## src/rtl/ripple_carry_adder.sv

```systemverilog
// Registered unsigned ripple-carry adder: {Cout,S} = A + B + Cin.
// The sum is formed by a chain of 1-bit full-adder cells, each cell's
// carry-out feeding the next cell's carry-in, with no lookahead. The result
// is captured on the rising edge of clk one cycle after valid operands.

// Single-bit full adder; the unit cell of the ripple chain.
module rca_full_adder (
    input  logic a,
    input  logic b,
    input  logic c_in,
    output logic s,
    output logic c_out
);

    logic a_xor_b;

    assign a_xor_b = a ^ b;
    assign s       = a_xor_b ^ c_in;
    assign c_out   = (a & b) | (c_in & a_xor_b);

endmodule

module ripple_carry_adder #(
    parameter int WIDTH = 8  // operand/sum width, legal range 1..32
) (
    input  logic             clk,
    input  logic             rst,
    input  logic             in_valid,
    input  logic [WIDTH-1:0] A,
    input  logic [WIDTH-1:0] B,
    input  logic             Cin,
    output logic [WIDTH-1:0] S,
    output logic             Cout,
    output logic             out_valid
);

    // carry[i] enters cell i; carry[WIDTH] leaves the top cell.
    logic [WIDTH:0]   carry;
    logic [WIDTH-1:0] sum;

    logic [WIDTH-1:0] s_d,         s_q;
    logic             cout_d,      cout_q;
    logic             out_valid_d, out_valid_q;

    assign carry[0] = Cin;

    // Ripple chain: WIDTH cells, carry threaded from LSB to MSB.
    for (genvar i = 0; i < WIDTH; i++) begin : g_cell
        rca_full_adder u_fa (
            .a     (A[i]),
            .b     (B[i]),
            .c_in  (carry[i]),
            .s     (sum[i]),
            .c_out (carry[i+1])
        );
    end

    // Next-state: capture a new result on in_valid, otherwise hold the sum.
    always_comb begin
        // NOTE: every signal gets a default first so no path leaves it
        // unassigned; an unassigned path would infer a latch.
        s_d         = s_q;
        cout_d      = cout_q;
        out_valid_d = 1'b0;
        if (in_valid) begin
            s_d         = sum;
            cout_d      = carry[WIDTH];
            out_valid_d = 1'b1;
        end
    end

    // Output registers with synchronous reset taking priority over in_valid.
    always_ff @(posedge clk) begin
        // NOTE: non-blocking assignments so every flop samples the pre-edge
        // values; blocking here would create order-dependent simulation.
        if (rst) begin
            s_q         <= '0;
            cout_q      <= 1'b0;
            out_valid_q <= 1'b0;
        end else begin
            s_q         <= s_d;
            cout_q      <= cout_d;
            out_valid_q <= out_valid_d;
        end
    end

    assign S         = s_q;
    assign Cout      = cout_q;
    assign out_valid = out_valid_q;

endmodule

```

## config.mk

```make
export PLATFORM = sky130hd
export DESIGN_NAME = ripple_carry_adder
export DESIGN_NICKNAME = d
export VERILOG_FILES = /design/src/rtl/ripple_carry_adder.sv
export SDC_FILE = /design/constraint.sdc
export NUM_CORES = 1
export LEC_CHECK = 0
export ABC_AREA = 1
export CAP_MARGIN = 0
export CORE_MARGIN = 2
export CORE_UTILIZATION = 37
export DETAILED_ROUTE_END_ITERATION = 6
export PLACE_DENSITY = 0.76
export SYNTH_ARGS = -nofsm -noshare
export SYNTH_HDL_FRONTEND = slang
export SYNTH_HIERARCHICAL = 1
export SYNTH_SLANG_ARGS = --single-unit
```

## constraint.sdc

```tcl
create_clock -name clk -period 5.2 [get_ports clk]
set_input_delay 1.04 -clock clk [delete_from_list [all_inputs] [get_ports clk]]
set_output_delay 1.04 -clock clk [all_outputs]
set_load 0.03 [all_outputs]
```

* After elaboration in Yosys (flattened, before gate mapping)
Index checks and enable logic that the tools add are counted.
** Storage, ports and cells
- Register bits after elaboration :: 10
- Logic and storage cells :: 44
- Input bits :: 20
** Operators by class
- Bitwise logic cells :: 40
- Multiplexer cells :: 1
** Operators by type and width (count)
- $and 1x1->1 :: 16
- $xor 1x1->1 :: 16
- $or 1x1->1 :: 8
- $mux 1 :: 1

* Depth between registers and ports, before layout
- Depth after elaboration :: 17
- Gate-level depth with buffers :: 12

* By module
Netlist, hierarchy kept.
** By module, submodules not included
- ripple_carry_adder :: seq. area each 200.2 µm², area each 411.6 µm², cells an instance 60, instances 1
- rca_full_adder :: seq. area each 0.0 µm², area each 20.0 µm², cells an instance 1, instances 8

* Worst setup path before layout
OpenSTA, ideal clock, no wires.
- Path type :: input-to-reg
- From :: input port A[0]
- To :: register s_q[7] (netlist: S[7])
- Buffers on the path :: 0
- Cell stages on the path :: 12
- Arrival time :: 4.393 ns
- Slack :: 0.743 ns
- Cell sequence :: fa_1 > fa_1 > fa_1 > fa_1 > fa_1 > fa_1 > fa_1 > fa_1 > inv_1 > nand2_1 > nand2_1 > nor2_1
** Between the ends
- Cells in the longest elaborated chain, start to end :: 16
- Elaborated cells between the ends (all ways) :: 17
** RTL lines
- from (decl) :: RTL line 29 : input logic [WIDTH-1:0] A,
- $xor 1x1->1 :: RTL line 17 : assign a_xor_b = a ^ b;
- $and 1x1->1 :: RTL line 19 : assign c_out = (a & b) | (c_in & a_xor_b);
- $or 1x1->1 (*) :: RTL line 19
- $and 1x1->1 (*) :: RTL line 19
- $or 1x1->1 (*) :: RTL line 19
- net carry[2] :: RTL line 38 : logic [WIDTH:0] carry;
- $and 1x1->1 (*) :: RTL line 19
- $or 1x1->1 (*) :: RTL line 19
- net carry[3] :: RTL line 38
- [... 2 more ...]
- net carry[4] :: RTL line 38
- [... 2 more ...]
- net carry[5] :: RTL line 38
- $and 1x1->1 (*) :: RTL line 19
- $or 1x1->1 (*) :: RTL line 19
- net carry[6] :: RTL line 38
- $and 1x1->1 (*) :: RTL line 19
- $or 1x1->1 (*) :: RTL line 19
- net carry[7] :: RTL line 38
- $xor 1x1->1 (*) :: RTL line 18 : assign s = a_xor_b ^ c_in;
- net sum[7] :: RTL line 39 : logic [WIDTH-1:0] sum;
- to (signal assigned) :: RTL line 77 : s_q <= '0;
- to (signal assigned) :: RTL line 81 : s_q <= s_d;
- to (decl) :: RTL line 41 : logic [WIDTH-1:0] s_d, s_q;
The timed path passes the listed nets; every way through them passes the cells marked *.
A chain may end at the register's enable or synchronous reset.

* Worst setup path after layout
- From :: input port A[0]
- To :: register s_q[7] (netlist: S[7])
** Between the ends
- Cells in the longest elaborated chain, start to end :: 16
- Elaborated cells between the ends (all ways) :: 17
** RTL lines (RTL line)
- $xor 1x1->1 :: 17
- $and 1x1->1 :: 19
- $or 1x1->1 (*) :: 19
- net carry[1] :: 38
- $and 1x1->1 (*) :: 19
- $or 1x1->1 (*) :: 19
- net carry[2] :: 38
- $and 1x1->1 (*) :: 19
- [... 1 more ...]
- net carry[3] :: 38
- [... 2 more ...]
- net carry[4] :: 38
- [... 2 more ...]
- net carry[5] :: 38
- $and 1x1->1 (*) :: 19
- $or 1x1->1 (*) :: 19
- net carry[6] :: 38
- $and 1x1->1 (*) :: 19
- $or 1x1->1 (*) :: 19
- net carry[7] :: 38
- $xor 1x1->1 (*) :: 18
- net sum[7] :: 39
Marked as above.

==> flow_summary_export.csv <==
group,metric,value,unit
run_status,status,"completed",
yosys,synthTopCellsByCount,"nor2_1 (19), nand2_1 (18), dfxtp_1 (10), inv_1 (10), fa_1 (8)",
power_and_ir_drop,clock_power_share,0.302,
critical_path,crit_path_max_fanout,1,
critical_path,path_class,"primary input to flop",
critical_path,ff2ff_setup_slack,4.63,ns
hold_path,min_from,"S[0]",
cts,tritoncts,"built",
yosys,synth_cell_types,8,
yosys,synth-edff-count,0,
die,start_util,0.389,
power_and_ir_drop,total_power,233,uW
power_and_ir_drop,switchingPower,69.9,uW
timing,holdWs,0.472,ns
die,ios,30,
detailed_routing,via_per_inst,4.29,
detailed_routing,postRouteAntennaNets,0,
cts,numCtsBuffers,3,
timing,setup_viol,0,
placed_design,place_congestion,0.633,
grt,grt-ovfl-total,0,
detailed_routing,first_pass_iters,4,
timing,fmax,209,MHz
die,die_h,43.3,um
yosys,yosysWarnings,6,
power_and_ir_drop,power.internal,164,uW
yosys,synth.ff_latch_count,10,
finish,postLayoutCoreUtil,0.603,
yosys,synth_top_area_share,0.350,
detailed_routing,drc,0,
power_and_ir_drop,combPwrFrac,0.324,
critical_path,end_kind,"flop",
yosys,postSynth.asyncResetShare,0,
critical_path,required,5.40,ns
placed_design,port-buffer-count,29,
detailed_routing,highest_layer,"met4",
yosys,synth_ff_type,"dfxtp_1",
finish,drive_above_1_share,0.0404,
timing,fin_crit,4.78,ns
timing,min_period_over_period,0.918,
yosys,syn_inst,68,
timing,rsz0062_at_grt,"false",
yosys,synth-seq-area-share,0.350,
power_and_ir_drop,seqPwrFrac,0.374,
cts,clockRootBuffer,"clkbuf_4",
yosys,synth_most_common_cell,"nor2_1",
critical_path,r2r-start,"S[5]",
cts,cts_resized,0,
cts,cts.reportedPaths.clkPinSlew,0.07,ns
yosys,synth_top_cell_by_area,"dfxtp_1",
detailed_routing,met3_wirelength,63,um
yosys,synth_area_leaders,"dfxtp_1 (35%), fa_1 (28%), nor2_1 (12%)",
timing,fin_setup_tns,0,ns
yosys,syn_avg_cell_area,8.41,um2
hold_path,whs_path_depth,2,
power_and_ir_drop,ir_worst_vdd,0.126,mV
cts,clkSinkCount,10,
finish,fill_cells,151,
grt,grt_max_degree,20,
finish,synthToLayoutAreaGrowth,55.1,%
timing,drv_slew,0,
cts,htreeDepth,1,
die,die-area,1880,um2
power_and_ir_drop,leakagePower,0.000414,uW
yosys,synth_fp_nets,96,
grt,gr-usage-all-layers,0.135,
cts,cts_buffer_depth,2,
die,rows,14,
finish,fin_nets,128,
detailed_routing,wl_met2,614,um
detailed_routing,wl_met1,419,um
power_and_ir_drop,swShare,0.299,
flow_run,cap_violations,0,
grt,antenna_found_initial,0,
hold_path,holdCritPathClass,"flop to flop",
critical_path,ff2ff_path_depth,2,
die,die_w,43.3,um
critical_path,rr_endpoint,"S[5]",
finish,antenna_cells,0,
critical_path,worst_setup_path_start_kind,"primary input",
detailed_routing,wire_per_inst,9.61,um
grt,grt_pass1_wl,1.85,mm
hold_path,whs_endpoint,"S[0]",
die,core_area,1470,um2
cts,cts_setup_buffers,0,
grt,grt_pass1_vias,479,
cts,clk_latency,0.26,ns
power_and_ir_drop,power_density,263,nW/um2
placed_design,dp_hpwl,895,um
detailed_routing,drt-initial-drc-count,15,
timing,slew_headroom,0.594,
timing,finalClockSkew,0,ns
timing,hold_viol_final,0,
detailed_routing,vias,493,
cts,cts_hold_buffers,0,
detailed_routing,wirelength,1.11,mm
yosys,synthesis.area,572,um2
timing,worst_pin_slew,0.608,ns
critical_path,arrival,4.98,ns
## worst max path at each step
stage / start / end / slack, ns / cells past startpoint
floorplan: A[0] / S[7] / 0.74 / 12
global placement: A[0] / S[7] / 0.20 / 13
detailed placement: A[0] / S[7] / 0.13 / 13
CTS: A[0] / S[7] / 0.40 / 13
global route: A[0] / S[7] / 0.30 / 13
finish: A[0] / S[7] / 0.42 / 13
## sequential cells by signal, indices dropped and copies added (netlist names)
register and flops:
Cout 1, S 8, out_valid 1
## layer usage
layer | up-vias | track usage
met4 | 0 | 0.0545
met1 | 220 | 0.130
met5 | - | 0
li1 | 253 | -
met2 | 18 | 0.260
met3 | 2 | 0.0426
## cells by family (layout without fill, tap and decap cells)
family,Yosys count,in the layout,synth area share
simple gates,37,37,0.243
buf+inv,13,44,0.127
flops,10,10,0.350
fa+ha+maj,8,8,0.280
## critical path: stages
cell             delay, ns
clkdlybuf4s50_1       0.44
fa_1                  0.46
fa_1                  0.39
fa_1                  0.38
fa_1                  0.39
fa_1                  0.39
fa_1                  0.40
fa_1                  0.39
fa_1                  0.49
inv_1                 0.04
nand2_1               0.05
nand2_1               0.06
nor2_1                0.07
## per-stage QoR
stage                     cell area (um2)  setup slack (ns)  instances
after detailed placement              851             0.128        111
after global routing                  887             0.301        115
after global placement                851             0.200        111
after floorplan                       572             0.743         68
after CTS                             887             0.405        115
final                                 887             0.424        115
## power groups by stage
| stage | Combinational (uW) | Clock (uW) | Sequential [uW] |
|---|---|---|---|
| 2_1_floorplan | 28.7 | 0 | 103 |
| 3_3_place_gp | 74.8 | 0 | 88.6 |
| 3_5_place_dp | 77.0 | 0 | 88.8 |
| 4_1_cts | 77.3 | 72.3 | 87.2 |
| 5_1_grt | 84.8 | 75.4 | 88.0 |
| 6_report | 75.7 | 70.5 | 87.2 |
## placed cells by master (no fill, tap or decap)
cell type | Yosys | routed
clkdlybuf4s50_1 | 0 | 29
dfxtp_1 | 10 | 10
clkbuf_4 | 0 | 3
nand2_1 | 18 | 18
clkbuf_8 | 0 | 1
clkinv_1 | 1 | 1
inv_1 | 10 | 10
fa_1 | 8 | 8
nor2_1 | 19 | 19
## cell type report
type,count,area (um2),share of cell area
Tap cell,16,20.0,0.0226
Timing Repair Buffer,29,290,0.327
Sequential cell,10,200,0.226
Multi-Input combinational cell,45,299,0.337
Clock buffer,4,36.3,0.0409
Inverter,11,41.3,0.0465
Note: power is estimated with default switching activity, not from simulation.
